--- src/rtl/mips_pkg.sv ---
// Shared MIPS front-end definitions: opcode/funct constants, the fetch FSM
// state encoding and the default reset PC.
package mips_pkg;

  localparam logic [5:0] OP_RTYPE = 6'd0;
  localparam logic [5:0] OP_J     = 6'd2;
  localparam logic [5:0] OP_BEQ   = 6'd4;
  localparam logic [5:0] OP_BNE   = 6'd5;
  localparam logic [5:0] OP_ADDI  = 6'd8;
  localparam logic [5:0] OP_ORI   = 6'd13;
  localparam logic [5:0] OP_LW    = 6'd35;
  localparam logic [5:0] OP_SW    = 6'd43;

  localparam logic [5:0] FUNCT_JR = 6'd8;

  localparam logic [31:0] DEFAULT_RESET_PC = 32'h0000_0000;

  typedef enum logic [1:0] {
    ST_IDLE   = 2'd0,
    ST_FETCH  = 2'd1,
    ST_SQUASH = 2'd2,
    ST_VALID  = 2'd3
  } fetch_state_e;

endpackage

--- src/rtl/fetch_unit_if.sv ---
// Bundle between the fetch unit, instruction memory and the decode stage.
// Handshakes: imemReq holds (address stable) until the one-cycle imemAck; an
// instruction transfers on any cycle where instrValid and instrReady are both high.
interface fetch_unit_if;
  import mips_pkg::*;

  logic         imemReq;
  logic [31:0]  imemAddr;
  logic         imemAck;
  logic [31:0]  imemData;
  logic         instrValid;
  logic         instrReady;
  logic [31:0]  instr;
  logic [31:0]  instrPc;
  logic [31:0]  pcPlus4;
  logic [5:0]   opcode;
  logic [5:0]   funct;
  logic         redirect;
  logic [31:0]  redirectPc;
  logic [31:0]  fetchCount;
  fetch_state_e state;

  modport master (
    output imemReq, imemAddr, instrValid, instr, instrPc, pcPlus4,
           opcode, funct, fetchCount, state,
    input  imemAck, imemData, instrReady, redirect, redirectPc
  );

  modport slave (
    input  imemReq, imemAddr, instrValid, instr, instrPc, pcPlus4,
           opcode, funct, fetchCount, state,
    output imemAck, imemData, instrReady, redirect, redirectPc
  );

endinterface

--- src/rtl/pc_reg.sv ---
// Program counter: word-aligned load on redirect, otherwise optional +4 step.
module pc_reg #(
  parameter logic [31:0] RESET_PC = 32'h0000_0000
) (
  input  logic        clk,
  input  logic        rst_n,
  input  logic        inc,
  input  logic        load,
  input  logic [31:0] load_pc,
  output logic [31:0] pc
);

  // Load beats increment; low two bits are always cleared on a load.
  always_ff @(posedge clk or negedge rst_n) begin
    if (!rst_n) begin
      pc <= RESET_PC;
    end else if (load) begin
      pc <= load_pc & 32'hFFFF_FFFC;
    end else if (inc) begin
      pc <= pc + 32'd4;
    end
  end

endmodule

--- src/rtl/fetch_unit.sv ---
// Instruction fetch stage: issues word fetches, holds one fetched instruction
// for the decode stage and squashes wrong-path fetches on redirect.
module fetch_unit
  import mips_pkg::*;
#(
  parameter logic [31:0] RESET_PC = DEFAULT_RESET_PC
) (
  input  logic          clk,
  input  logic          rst_n,
  fetch_unit_if.master  bus
);

  fetch_state_e state_q, state_d;
  logic [31:0]  pc;
  logic [31:0]  instr_q, instr_pc_q, pend_pc_q, fetch_count_q;
  logic         pc_inc, pc_load, capture, transfer, pend_load;
  logic [31:0]  pc_load_val;

  pc_reg #(.RESET_PC(RESET_PC)) u_pc_reg (
    .clk     (clk),
    .rst_n   (rst_n),
    .inc     (pc_inc),
    .load    (pc_load),
    .load_pc (pc_load_val),
    .pc      (pc)
  );

  always_comb begin
    state_d     = state_q;
    pc_inc      = 1'b0;
    pc_load     = 1'b0;
    pc_load_val = bus.redirectPc;
    capture     = 1'b0;
    transfer    = 1'b0;
    pend_load   = 1'b0;
    case (state_q)
      ST_IDLE: state_d = ST_FETCH;
      ST_FETCH: begin
        if (bus.imemAck) begin
          if (bus.redirect) begin
            pc_load = 1'b1;
          end else begin
            capture = 1'b1;
            pc_inc  = 1'b1;
            state_d = ST_VALID;
          end
        end else if (bus.redirect) begin
          // Request is already on the bus; keep the address and remember the target.
          pend_load = 1'b1;
          state_d   = ST_SQUASH;
        end
      end
      ST_SQUASH: begin
        if (bus.imemAck) begin
          pc_load = 1'b1;
          if (!bus.redirect) pc_load_val = pend_pc_q;
          state_d = ST_FETCH;
        end else if (bus.redirect) begin
          pend_load = 1'b1;
        end
      end
      ST_VALID: begin
        if (bus.redirect) begin
          pc_load = 1'b1;
          state_d = ST_FETCH;
        end else if (bus.instrReady) begin
          transfer = 1'b1;
          state_d  = ST_FETCH;
        end
      end
      default: state_d = ST_IDLE;
    endcase
  end

  always_ff @(posedge clk or negedge rst_n) begin
    if (!rst_n) begin
      state_q       <= ST_IDLE;
      instr_q       <= 32'h0;
      instr_pc_q    <= RESET_PC;
      pend_pc_q     <= 32'h0;
      fetch_count_q <= 32'h0;
    end else begin
      state_q <= state_d;
      if (capture) begin
        instr_q    <= bus.imemData;
        instr_pc_q <= pc;
      end
      if (pend_load) pend_pc_q <= bus.redirectPc;
      if (transfer)  fetch_count_q <= fetch_count_q + 32'd1;
    end
  end

  assign bus.imemReq    = (state_q == ST_FETCH) || (state_q == ST_SQUASH);
  assign bus.imemAddr   = pc;
  assign bus.instrValid = (state_q == ST_VALID);
  assign bus.instr      = instr_q;
  assign bus.instrPc    = instr_pc_q;
  assign bus.pcPlus4    = instr_pc_q + 32'd4;
  assign bus.opcode     = instr_q[31:26];
  assign bus.funct      = instr_q[5:0];
  assign bus.fetchCount = fetch_count_q;
  assign bus.state      = state_q;

endmodule

--- src/flat_wrapper.sv ---
// flat-port wrapper written by rule: the top's interface ports become plain ports
module fetch_unit_flat import mips_pkg::*;
#(
  parameter logic [31:0] RESET_PC = DEFAULT_RESET_PC
)
  (clk, rst_n, bus_imemReq, bus_imemAddr, bus_instrValid, bus_instr, bus_instrPc, bus_pcPlus4, bus_opcode, bus_funct, bus_fetchCount, bus_state, bus_imemAck, bus_imemData, bus_instrReady, bus_redirect, bus_redirectPc);
  fetch_unit_if bus_i ();
  input  logic clk;
  input  logic rst_n;
  output wire logic [$bits(bus_i.imemReq)-1:0] bus_imemReq;
  output wire logic [$bits(bus_i.imemAddr)-1:0] bus_imemAddr;
  output wire logic [$bits(bus_i.instrValid)-1:0] bus_instrValid;
  output wire logic [$bits(bus_i.instr)-1:0] bus_instr;
  output wire logic [$bits(bus_i.instrPc)-1:0] bus_instrPc;
  output wire logic [$bits(bus_i.pcPlus4)-1:0] bus_pcPlus4;
  output wire logic [$bits(bus_i.opcode)-1:0] bus_opcode;
  output wire logic [$bits(bus_i.funct)-1:0] bus_funct;
  output wire logic [$bits(bus_i.fetchCount)-1:0] bus_fetchCount;
  output wire logic [$bits(bus_i.state)-1:0] bus_state;
  input wire logic [$bits(bus_i.imemAck)-1:0] bus_imemAck;
  input wire logic [$bits(bus_i.imemData)-1:0] bus_imemData;
  input wire logic [$bits(bus_i.instrReady)-1:0] bus_instrReady;
  input wire logic [$bits(bus_i.redirect)-1:0] bus_redirect;
  input wire logic [$bits(bus_i.redirectPc)-1:0] bus_redirectPc;
  assign bus_imemReq = bus_i.imemReq;
  assign bus_imemAddr = bus_i.imemAddr;
  assign bus_instrValid = bus_i.instrValid;
  assign bus_instr = bus_i.instr;
  assign bus_instrPc = bus_i.instrPc;
  assign bus_pcPlus4 = bus_i.pcPlus4;
  assign bus_opcode = bus_i.opcode;
  assign bus_funct = bus_i.funct;
  assign bus_fetchCount = bus_i.fetchCount;
  assign bus_state = bus_i.state;
  assign bus_i.imemAck = bus_imemAck;
  assign bus_i.imemData = bus_imemData;
  assign bus_i.instrReady = bus_instrReady;
  assign bus_i.redirect = bus_redirect;
  assign bus_i.redirectPc = bus_redirectPc;
  fetch_unit #(.RESET_PC(RESET_PC)) u_core (.clk(clk), .rst_n(rst_n), .bus(bus_i));
endmodule
--- config.mk ---
export PLATFORM = sky130hd
export DESIGN_NAME = fetch_unit_flat
export DESIGN_NICKNAME = d
export VERILOG_FILES = /design/src/rtl/mips_pkg.sv /design/src/rtl/fetch_unit_if.sv /design/src/rtl/pc_reg.sv /design/src/rtl/fetch_unit.sv /design/src/flat_wrapper.sv
export SDC_FILE = /design/constraint.sdc
export NUM_CORES = 1
export LEC_CHECK = 0
export ABC_AREA = 1
export ABC_CLOCK_PERIOD_IN_PS = 1880
export BUFFER_PORTS_ARGS = -buffer_cell sky130_fd_sc_hd__buf_2
export CAP_MARGIN = 20
export CORE_ASPECT_RATIO = 1.2
export CORE_MARGIN = 10
export CORE_UTILIZATION = 35
export CTS_BUF_LIST = sky130_fd_sc_hd__clkbuf_16
export DETAILED_ROUTE_END_ITERATION = 6
export GPL_ROUTABILITY_DRIVEN = 0
export PLACE_DENSITY = 0.67
export SLEW_MARGIN = 20
export SYNTH_ARGS = -nofsm -noshare
export SYNTH_HDL_FRONTEND = slang
export SYNTH_SLANG_ARGS = --single-unit
export TNS_END_PERCENT = 5
--- constraint.sdc ---
create_clock -name clk -period 1.88 [get_ports clk]
set_clock_uncertainty 0.15 [all_clocks]
set_input_delay 0.282 -clock clk [delete_from_list [all_inputs] [get_ports clk]]
set_output_delay 0.282 -clock clk [all_outputs]
set_load 0.02 [all_outputs]
==> run_results.csv <==
group,metric,value,unit
routing,drt_iter0_drc,704,
floorplanning,initial_core_util,35.6,%
sta,setup_tns,-7780,ps
global_routing,grt_use_total,17.7,%
setup_path,worst_ep_arrival_time,1890,ps
placed_design,hpwl,21800,µm
sta,setup_viol,30,
setup_path,worst_setup_path_end_kind,"output port",
setup_path,worstPathRequired,1450,ps
routing,wl_per_cell,15.0,µm
global_routing,grt_pass1_vias,9002,
placed_design,port_buffers,236,
synthesis,synth_warnings,0,
sta,hold_violations,0,
flow_run,maxCapViolCount,0,
final_layout,area_growth,43.0,%
synthesis,synthDistinctLibCells,35,
synthesis,yosysTopAreaCell,"dfrtp_1",
final_layout,final_nets,1664,
final_layout,n_fill_cell,2387,
routing,firstDrtPassIters,5,
worst_hold_path,hold_path.class,"in -> async",
floorplanning,die_h,194,µm
synthesis,syn_area_per_cell,7.19,µm²
synthesis,syn_inst,1230,
synthesis,synth_area,8840,µm²
power_and_ir_drop,total_leakage_power,0.00665,µW
floorplanning,die_width,165,µm
sta,slew_viol_final,0,
floorplanning,ios,245,
global_routing,antenna_found_initial,3,
clocking,cts_tree,"done",
sta,timing.fmax,430,MHz
routing,routed_wl,28800,µm
sta,rsz0062_at_grt,"true",
sta,fin_crit,2330,ps
routing,route.detailed.drc,0,
sta,worst_hold_slack,164,ps
synthesis,yosysTopAreaCellShare,44.1,%
power_and_ir_drop,ir_worst_vdd,720,µV
routing,routed-via-count,9053,
final_layout,multiInputGateArea,4470,µm²
final_layout,regArea,3920,µm²
floorplanning,dieArea,32100,µm²
floorplanning,coreArea,24800,µm²
clocking,htreeDepth,4,
global_routing,grt_pass1_wl,46200,µm
synthesis,yosysSeqAreaShare,44.1,%
synthesis,synthTopCellsByArea,"dfrtp_1 (44%), nand2_1 (18%), inv_1 (5.7%), nor2_1 (5.2%), o21ai_0 (4.7%)",
floorplanning,num_rows,63,
setup_path,rr_worst_depth,11,
setup_path,worstSetupPathType,"reg -> out",
clocking,cts_buffer_depth,2,
outcome,violations,"setup timing",
sta,setup_slack,-447,ps
power_and_ir_drop,power_density,1510,nW/µm²
global_routing,grt_max_degree,61,
synthesis,synth_edf_count,0,
synthesis,ys.flop_type,"dfrtp_1",
synthesis,synth_seq_cells,156,
clocking,cts.clk_slew.worst_paths,60,ps
clocking,clk_latency,430,ps
setup_path,path_max_fanout,3,
final_layout,post-route-util,50.9,%
clocking,root_buffer,"clkbuf_16",
synthesis,async_flop_share,100,%
outcome,status,"finished, violations left",
clocking,clock_sinks,156,
final_layout,drive_above_1_share,28.5,%
routing,drt-vias-per-instance,4.70,
sta,fin_crit_sh,124,%
global_routing,grt_overflow,0,
setup_path,start_kind,"flop",
clocking,cts_buffers,17,
routing,ant_nets,0,
[layout make-up]
type	count	area share, %
clock inverters	13	1.41
repair buffers	387	21.5
diodes	3	0.0594
flip-flops and latches	156	31.0
multi-input cells	888	35.4
clock buffers	17	3.36
inverters	138	4.10
well taps	325	3.22
[critical path, cell delays in order, from the launching register on]
cell     delay, ps
dfrtp_2        400
buf_4          120
inv_1           50
nor3_1         180
nand2_1        100
nor2_2         150
nand4_1        110
xor2_1         180
buf_4          170
[timing repair]
item	4_1_cts	5_1_grt
buffers inserted	5	4
hold endpoints to repair	218	0
pin swaps	7	5
setup endpoints to repair	53	92
hold buffers	63	0
gates resized for setup	61	39
[stage by stage]
step / std cells / cell area [µm²] / setup WS, ps / power (µW)
after floorplan: 1235 / 8950 / -83.0 / 11200
after global placement: 1822 / 11000 / -47.0 / 14600
after detailed placement: 1822 / 11000 / -89.1 / 14800
after CTS: 1920 / 12500 / -391 / 19000
after global routing: 1927 / 12600 / -534 / 20400
final: 1927 / 12600 / -447 / 19000
[logic make-up after synthesis]
family                     synth area share [%]
and+or+nand+nor                            32.5
buffers and inverters                      9.11
DFF                                        44.1
AOI/OAI and AO/OA                          7.53
xor gates and xnor gates                   5.65
adders and majority gates                 0.990
other                                    0.0424
[placed cells by master (no fill, tap or decap), drive strengths merged]
master       instances
o22ai                1
bufinv               4
nor3                27
nor4                 1
dlygate4sd3         63
a21oi               32
buf                324
dfrtp              156
conb                 6
o21ai               89
xor2                44
clkinv               5
clkbuf              17
and2                 1
xnor2               13
nand3b               4
nand2              437
diode                3
nand3               66
and3                 1
o211ai               6
nand2b               1
clkinvlp             4
inv                138
ha                   7
nand4               18
nor2               134
[path summary, 6_finish.rpt]
kind | start | to | slack (ps)
max in group asynchronous | rst_n | u_core.bus.instrPc[9] | 820
setup / recovery | u_core.bus.instrPc[3] | bus_pcPlus4[27] | -450
hold / removal | rst_n | u_core.bus.fetchCount[21] | 160
hold reg to reg | u_core.bus.instr[7] | u_core.bus.instr[7] | 320
min in group clk | bus_imemAck | u_core.bus.state[0] | 220
setup reg to reg | u_core.bus.state[1] | u_core.u_pc_reg.pc[4] | -50
[cell usage after synthesis, types with 17 or more instances]
library cell	n
a21oi_1	31
buf_4	19
clkbuf_1	19
dfrtp_1	156
inv_1	134
nand2_1	430
nand3_1	64
nand4_1	17
nor2_1	123
nor3_1	25
o21ai_0	83
xor2_1	44
[layer usage]
layer | vias to the layer above | GRT usage (%) | wire length [µm] | share of wire [%]
met5 | - | 0 | 0 | 0
met4 | 0 | 7.86 | 904 | 3.1
met3 | 60 | 4.65 | 2310 | 8.0
met2 | 307 | 28.4 | 13800 | 48
met1 | 4141 | 21.6 | 11800 | 41
li1 | 4545 | - | - | -
[power by group]
part	switching [µW]	leakage (µW)	internal, µW
logic	5910	0.00448	3610
clock network	1420	0.000288	2190
registers	1210	0.00188	4680
Power figures use the tool's default switching activity.
